File: config.mk
export PLATFORM = sky130hd
export DESIGN_NAME = sdram_wb_bridge
export DESIGN_NICKNAME = d
export VERILOG_FILES = /design/src/rtl/sdram_wb_bridge.sv
export SDC_FILE = /design/constraint.sdc
export NUM_CORES = 1
export LEC_CHECK = 0
export BUFFER_PORTS_ARGS = -buffer_cell sky130_fd_sc_hd__buf_4
export CORE_ASPECT_RATIO = 1.75
export CORE_MARGIN = 1
export CORE_UTILIZATION = 25
export DETAILED_ROUTE_END_ITERATION = 12
export HOLD_SLACK_MARGIN = 0.02
export PLACE_DENSITY = 0.42
export SLEW_MARGIN = 20
export SYNTH_ARGS = -nofsm -noshare
export SYNTH_HDL_FRONTEND = slang
export SYNTH_SLANG_ARGS = --single-unit
File: constraint.sdc
create_clock -name clk -period 3.4 [get_ports clk]
set_clock_uncertainty 0.1 [all_clocks]
set_input_delay 0.34 -clock clk [delete_from_list [all_inputs] [get_ports clk]]
set_output_delay 0.34 -clock clk [all_outputs]
set_load 0.02 [all_outputs]
File: src/rtl/sdram_wb_bridge.sv
// sdram_wb_bridge
//   Wishbone slave to SDRAM controller bridge. Writes are posted into a
//   small FIFO and acknowledged immediately. Reads are issued only once
//   the FIFO has drained, and are acknowledged when the controller returns
//   data or when the read timeout expires.
//
// Ports
//   clk, rst          clock (rising edge), asynchronous active-high reset
//   wb_*_i / wb_*_o   Wishbone slave (full-word only, wb_sel_i ignored)
//   ctrl_addr/rw/     request to the controller; ctrl_in_valid is a
//   wdata/in_valid      one-cycle pulse
//   ctrl_busy         controller cannot accept a request
//   ctrl_rdata/       read data return
//   ctrl_out_valid
//   wr_pending        FIFO non-empty or a write is being handed over
//   rd_err            sticky read-timeout flag, cleared only by reset
module sdram_wb_bridge #(
  parameter logic [31:0] BASE_ADDR   = 32'h3800_0000,
  parameter int unsigned WFIFO_DEPTH = 4,
  parameter int unsigned RD_TIMEOUT  = 255
) (
  input  logic        clk,
  input  logic        rst,
  input  logic        wb_cyc_i,
  input  logic        wb_stb_i,
  input  logic        wb_we_i,
  input  logic [3:0]  wb_sel_i,
  input  logic [31:0] wb_adr_i,
  input  logic [31:0] wb_dat_i,
  output logic        wb_ack_o,
  output logic [31:0] wb_dat_o,
  output logic [22:0] ctrl_addr,
  output logic        ctrl_rw,
  output logic [31:0] ctrl_wdata,
  output logic        ctrl_in_valid,
  input  logic        ctrl_busy,
  input  logic [31:0] ctrl_rdata,
  input  logic        ctrl_out_valid,
  output logic        wr_pending,
  output logic        rd_err
);

  localparam int unsigned PW = $clog2(WFIFO_DEPTH);
  localparam int unsigned CW = PW + 1;
  localparam int unsigned TW = $clog2(RD_TIMEOUT + 1);
  localparam logic [TW-1:0] T_LAST = TW'(RD_TIMEOUT - 1);

  typedef enum logic [1:0] {IDLE, HOLD, RD_WAIT, RD_ACK} state_t;

  state_t        state, state_nx;
  logic [54:0]   mem [WFIFO_DEPTH];
  logic [PW-1:0] wptr, rptr;
  logic [CW-1:0] count, count_nx;
  logic [TW-1:0] tcnt;
  logic          rd_pend, rd_abort;
  logic          req_valid, full, empty, push, pop, issue_rd, rd_load, rd_tout;
  logic [54:0]   head;
  logic          unused_sel;

  assign unused_sel = &wb_sel_i;

  // !wb_ack_o keeps a still-asserted strobe from being taken twice
  assign req_valid = wb_cyc_i & wb_stb_i & ~wb_ack_o &
                     (wb_adr_i[31:23] == BASE_ADDR[31:23]);
  assign full      = (count == CW'(WFIFO_DEPTH));
  assign empty     = (count == '0);
  // fullness is judged at cycle start, so a same-cycle pop does not help
  assign push      = req_valid & wb_we_i & ~full;
  assign head      = mem[rptr];
  assign count_nx  = count + CW'(push) - CW'(pop);

  always_ff @(posedge clk or posedge rst) begin
    if (rst) state <= IDLE;
    else     state <= state_nx;
  end

  always_comb begin
    state_nx = state;
    pop      = 1'b0;
    issue_rd = 1'b0;
    rd_load  = 1'b0;
    rd_tout  = 1'b0;
    case (state)
      IDLE: begin
        if (!empty && !ctrl_busy) begin
          pop      = 1'b1;
          state_nx = HOLD;
        end else if (req_valid && !wb_we_i && empty && !ctrl_busy) begin
          issue_rd = 1'b1;
          state_nx = HOLD;
        end
      end
      // one dead cycle while the controller raises busy
      HOLD:    state_nx = rd_pend ? RD_WAIT : IDLE;
      RD_WAIT: begin
        if (ctrl_out_valid) begin
          rd_load  = 1'b1;
          state_nx = RD_ACK;
        end else if (tcnt == T_LAST) begin
          rd_tout  = 1'b1;
          state_nx = RD_ACK;
        end
      end
      RD_ACK:  state_nx = IDLE;
      default: state_nx = IDLE;
    endcase
  end

  always_ff @(posedge clk) begin
    if (push) mem[wptr] <= {wb_adr_i[22:0], wb_dat_i};
  end

  always_ff @(posedge clk or posedge rst) begin
    if (rst) begin
      wb_ack_o      <= 1'b0;
      wb_dat_o      <= '0;
      ctrl_addr     <= '0;
      ctrl_rw       <= 1'b0;
      ctrl_wdata    <= '0;
      ctrl_in_valid <= 1'b0;
      wr_pending    <= 1'b0;
      rd_err        <= 1'b0;
      wptr          <= '0;
      rptr          <= '0;
      count         <= '0;
      tcnt          <= '0;
      rd_pend       <= 1'b0;
      rd_abort      <= 1'b0;
    end else begin
      wb_ack_o      <= push | ((state == RD_ACK) & wb_cyc_i & ~rd_abort);
      ctrl_in_valid <= pop | issue_rd;
      if (pop) begin
        ctrl_rw    <= 1'b1;
        ctrl_addr  <= head[54:32];
        ctrl_wdata <= head[31:0];
      end else if (issue_rd) begin
        ctrl_rw   <= 1'b0;
        ctrl_addr <= wb_adr_i[22:0];
      end
      if (state == IDLE) rd_pend <= issue_rd;
      if (state == RD_WAIT) tcnt <= tcnt + TW'(1);
      else                  tcnt <= '0;
      if (state == HOLD)                     rd_abort <= 1'b0;
      else if (state == RD_WAIT && !wb_cyc_i) rd_abort <= 1'b1;
      if (rd_load) wb_dat_o <= ctrl_rdata;
      if (rd_tout) begin
        wb_dat_o <= 32'hDEAD_BEEF;
        rd_err   <= 1'b1;
      end
      if (push) wptr <= wptr + PW'(1);
      if (pop)  rptr <= rptr + PW'(1);
      count      <= count_nx;
      wr_pending <= (count_nx != '0) | pop;
    end
  end

endmodule

# Word-level counts from Yosys, hierarchy flattened
# Memories as Yosys holds them, arrays and structs flattened.
# Cells that the tools add are included.
classes:
  addsub: 5
  eq_ne: 8
  mux: 27
  n_reduce_logical: 16
  bitwise_logic: 13
op_table:
  columns: ["operator", "n"]
  rows:
  - ["$mux 32", 2]
  - ["$mux 23", 2]
  - ["$mux 1", 16]
  - ["$mux 2", 5]
  - ["$eq 9x7->1 const B", 1]
  - ["$add 8x1->8 const B", 1]
  - ["$eq 8x8->1 const B", 1]
  - ["$mux 8", 1]
  - ["$pmux 2 s4", 1]
  - ["$and 1x1->1", 7]
  - ["$ne 3x3->1 const B", 2]
  - ["$reduce_bool 2->1", 3]
  - ["$logic_and 1x1->1", 5]
  - ["$add 2x1->2 const B", 2]
  - ["$eq 2x2->1 const B", 2]
  - ["$logic_not 1->1", 4]
  - ["$add 3x1->3", 1]
  - ["$eq 3x3->1 const B", 1]
  - ["$logic_not 3->1", 1]
  - ["$not 1->1", 3]
  - ["$or 1x1->1", 3]
  - ["$reduce_bool 3->1", 1]
  - ["$sub 3x1->3", 1]
  - ["$eq 2x1->1 const B", 1]
  - ["other kinds (2)", 2]
totals:
  reg_bits: 111
  input_bits: 107
  wordCells: 85
  n_memories: 1
  mem_bits_rw: 220
mem_list:
  columns: ["memory", "words", "width", "rd", "rd_clocked_by_memory_dff", "write_ports", "line", "text"]
  rows:
  - ["mem", 4, 55, 1, 0, 1, "51", "logic [54:0] mem [WFIFO_DEPTH];"]

# Depth between registers and ports, before layout
depth:
  depth_word: 11
  mapped_depth: 11

# Least setup slack after synthesis
# Ideal clock, no wire load.
synth_path:
  path_type: "register -> register"
  startpoint: "register wb_ack_o"
  endpoint: "memory mem[0][0] (enable)"
  slack_ns: 0.346
  synth_period_minus_slack_ns: 3.054
  stages_incl_launch_ff: 5
  setup_ns: 0.418
  arrival_time_ns: 2.536
  t_required_ns: 2.882
  cell_sequence: "dfrtp_1 -> and4bb_2 -> nand3_2 -> nor2_1 -> and2_1"
synth_between:
  elab_chain_cells: 7
synth_rtl:
  columns: ["item", "line", "text"]
  rows:
  - ["start: declaration", "30", "output logic wb_ack_o,"]
  - ["start signal: assignment", "130", "wb_ack_o <= push | ((state == RD_ACK) & wb_cyc_i & ~rd_abort);"]
  - ["$not 1->1", "63", "assign req_valid = wb_cyc_i & wb_stb_i & ~wb_ack_o &"]
  - ["$and 1x1->1 (2 in a row)", "63", null]
  - ["$and 1x1->1 (2 in a row)", "68", "assign push = req_valid & wb_we_i & ~full;"]
  - ["$mux 1", "110", "if (push) mem[wptr] <= {wb_adr_i[22:0], wb_dat_i};"]
  - ["$mux 1 (implied by the code)", "110", null]
  - ["end: declaration", "51", null]
# Every way passes these cells.

# Worst setup path after layout
layout_path:
  startpoint: "input port wb_cyc_i"
  endpoint: "register wr_pending"
layout_between:
  elab_chain_cells: 9
layout_rtl:
  columns: ["item", "line", "text"]
  rows:
  - ["start: declaration", "24", "input logic wb_cyc_i,"]
  - ["$and 1x1->1 (3 in a row)", "63", null]
  - ["$and 1x1->1 (2 in a row)", "68", null]
  - ["$add 3x1->3", "70", "assign count_nx = count + CW'(push) - CW'(pop);"]
  - ["$sub 3x1->3", "70", null]
  - ["via count_nx[1]", "53", "logic [CW-1:0] count, count_nx;"]
  - ["$reduce_bool 3->1", "153", "wr_pending <= (count_nx != '0) | pop;"]
  - ["$or 1x1->1", "153", null]
  - ["end signal: assignment", "153", null]
  - ["end: declaration", "39", "output logic wr_pending,"]
# The timed path passes the listed nets, and every way through them passes these cells.
# A chain may end at the register's enable or synchronous reset.

==> metrics.md <==
| Metric | Value |
|---|---|
| Status | complete, no violations |
| Drt total wl | 32.8 mm |
| Worst vdd ir | 0.422 mV |
| Mapped Avg Cell Area | 17.2 sq um |
| Wire length of the first global-routing pass | 48.3 mm |
| Vias per cell | 4.31 |
| CTS sink count | 331 |
| Non-filler cells, final | 1,714 |
| DR pass1 iterations | 4 |
| CTS tree | built |
| Placed Cells | 1,565 |
| WP data required | 3670 ps |
| Wire per inst | 19.1 um |
| Pin count of the biggest net entering global routing | 82 |
| GRT Resource Usage Total | 12.8% |
| Seq/Total Area, Yosys | 74.2% |
| I/O pins | 199 |
| Initial antenna violation count | 0 |
| Port Buffer Count | 194 |
| PD cells | 769 nW/um^2 |
| Area of the multi-input gates | 3040 sq um |
| Max_cap viols | 0 |
| CTS clk-pin slew, worst paths | 60 ps |
| WP data arrival | 2960 ps |
| Worst slew pin tran | 1100 ps |
| Fillers | 4,855 |
| P_leak | 6.53 nW |
| Crit path depth | 11 |
| Layout Nets | 1,146 |
| Root Driver | clkbuf_16 |
| Crit-path max FO | 2 |
| Post-CTS setup buffer count | 0 |
| Placed Instance Area | 15,000 sq um |
| Hold WC Path Type | input pin to register |
| Yosys cell types | 44 |
| Clk buf depth | 3 |
| Crit-path slowest cell | or4_1 |
| Vias | 7,387 |
| Worst setup path start | wb_cyc_i |
| Gp weighted congestion | 0.646 |
| Clk_lat worst skew | 520 ps |
| Row count | 108 |
| H-tree depth | 2 |
| Post-synth EDFFs | 220 |
| Layout cell share with drive strength beyond 1 | 33.2% |
| Fin area | 17,000 sq um |
| Slew Limit Fails | 0 |
| Setup violations, final | 0 |
| Total negative slack | 0 ps |
| Fin crit period | 2690 ps |
| Period utilization | 79.0% |
| Die Ht | 299 um |
| Post-Syn Nets | 849 |
| Mapped Area | 12,600 sq um |
| Cells after Synth | 733 |
| CP Buf/Inv Count | 4 |
| Number of global-route vias before repair | 8,044 |
| Die X | 172 um |
| Yosys warning count | 0 |
| Reg2reg start | wb_ack_o |
| Diodes inserted | 0 |
| FF-to-FF path depth | 9 |
| Hold wc startpoint | ctrl_out_valid |
| RSZ-0062 raised after global routing | false |
| Cell family with most CP delay | simple AND/OR/NAND/NOR gates |
| ANT nets after route | 0 |
| Overflow after GRT | 0 |
| DR DRC count | 0 |
| Sequential cell area | 9390 sq um |
| Prevailing post-synth register cell | edfxtp_1 |
| Final Hold Vio Count | 0 |
| Asr flop ratio synth | 33.5% |
| CTS buffer count | 34 |
| Slowest cell delay on critical path | 550 ps |
| Post-DP HPWL | 19.0 mm |
| Starting Density | 25.4% |
| Synth area leaders | edfxtp_1 52%, dfrtp_1 22%, mux4_2 9.8%, nand2_1 4.5%, o211ai_1 1.7% |
| Crit Path Category | input pin to register |
| Area leader, netlist | edfxtp_1 |
| Die footprint | 51,500 sq um |
| Post-synth top area share | 52.3% |
| Synth Register Bits | 331 |
| Crit. End Element | register |
| Setup crit start kind | input pin |
| Hold Path Stages | 3 |
| Max_slew headroom | 26.7% |
| Iter 0 DRT Violations | 377 |
| Max frequency | 372 MHz |
| Crit path cell chain | dlygate4sd3_1 -> buf_4 -> and4bb_2 -> nand3_2 -> nor2_1 -> inv_1 -> ha_1 -> inv_1 -> ha_1 -> fa_1 -> or4_1 |
| Total core area | 49,700 sq um |
| Layout Area Growth over Synthesis | 34.6% |
-- state kept, by name, summed over array words and instances (netlist names), 2 cells and up, named ones only --
signal,flops
tcnt,8
ctrl_addr,23
ctrl_wdata,32
mem,220
wb_dat_o,32
rptr,2
count,3
wptr,2
-- layout make-up --
class                      count  area share (%)
sequential                   331            55.2
timing repair buffer         301            15.0
multi-input combinational    351            17.9
clock inverter                17            1.42
tap                          660            4.85
clock buffer                  43            5.38
inverter                      11           0.272
-- timing repair --
| item | 4_1_cts | 5_1_grt |
|---|---|---|
| hold endpoints to repair | 327 | 0 |
| hold buffers | 89 | 0 |
| gates resized for setup | 0 | 0 |
-- path summary, 6_finish.rpt --
| check | slack (ps) | endpoint |
|---|---|---|
| worst max-delay path | 710 | wr_pending |
| worst min-delay path | 70 | rd_err |
| worst max register to register | 740 | wr_pending |
| worst min register to register | 370 | rd_err |
| max in group asynchronous | 2060 | ctrl_wdata[30] |
| min in group asynchronous | 370 | wr_pending |
-- tightest hold or removal path, stage by stage --
cell	delay [ps]
buf_4	100
nor2_1	40
a21o_1	160
-- synth_stat cells, types with 2 or more instances --
cell type	number
a21o_1	2
a21oi_1	3
a22o_1	8
and2_1	5
buf_2	13
buf_6	3
clkbuf_1	22
dfrtp_1	111
edfxtp_1	220
ha_1	8
inv_1	10
mux4_2	55
nand2_1	150
nand2b_1	2
nand3_1	5
nand3b_1	2
nor2_1	9
o211ai_1	29
o211ai_2	17
o21ai_0	4
o22a_1	24
or3_1	2
xnor2_1	5
xor2_1	4
-- power by group --
| group | leakage, nW | switching [W] | internal (W) | total (W) |
|---|---|---|---|---|
| Combinational | 2.62 | 0.00181 | 0.00185 | 0.00367 |
| Sequential | 3.35 | 0.000592 | 0.00487 | 0.00546 |
| Clock | 0.563 | 0.00159 | 0.00237 | 0.00396 |
-- routing by layer --
metal	vias to the layer above	global-route usage (%)	share of wire [%]
li1	3383	-	-
met1	3785	14.3	40
met2	178	23.9	53
met3	41	2.19	4.1
met4	0	4.40	2.6
met5	-	0	0
-- metrics by stage --
step                hold slack (ps)  setup WS (ps)  util (%)  power [W]
floorplan                       339           29.3         -    0.00766
global placement                361            574      30.1    0.00923
detailed placement              363            586      30.1    0.00925
CTS                            31.9            726      34.2     0.0134
global route                   65.2            592      34.2     0.0138
finish                         70.4            713      34.2     0.0131
-- kinds of logic after synthesis --
family,Yosys count,synth area share (%)
compound gates,91,6.24
xor+xnor,9,0.623
fa+ha+maj,9,0.950
buf+inv,51,1.85
flops,331,74.2
mux,56,9.89
simple gates,186,6.22
-- cells in the final DEF (no fill, tap or decap), types with 3 or more instances in the layout --
master	synthesis	routed
nand2_1	150	150
and2_4	0	4
buf_12	0	6
a22o_1	8	8
o211ai_2	17	17
nor2_1	9	9
dlygate4sd3_1	0	89
inv_1	10	9
dfrtp_1	111	109
clkbuf_1	22	7
xor2_1	4	4
bufinv_16	0	6
mux4_2	55	55
edfxtp_1	220	220
buf_4	1	206
ha_1	8	8
o21ai_0	4	4
o22a_1	24	24
o211ai_1	29	29
xnor2_1	5	5
clkinv_2	0	6
clkbuf_16	0	35
nand3_1	5	5
a21oi_1	3	3
Power figures use the tool's default switching activity.
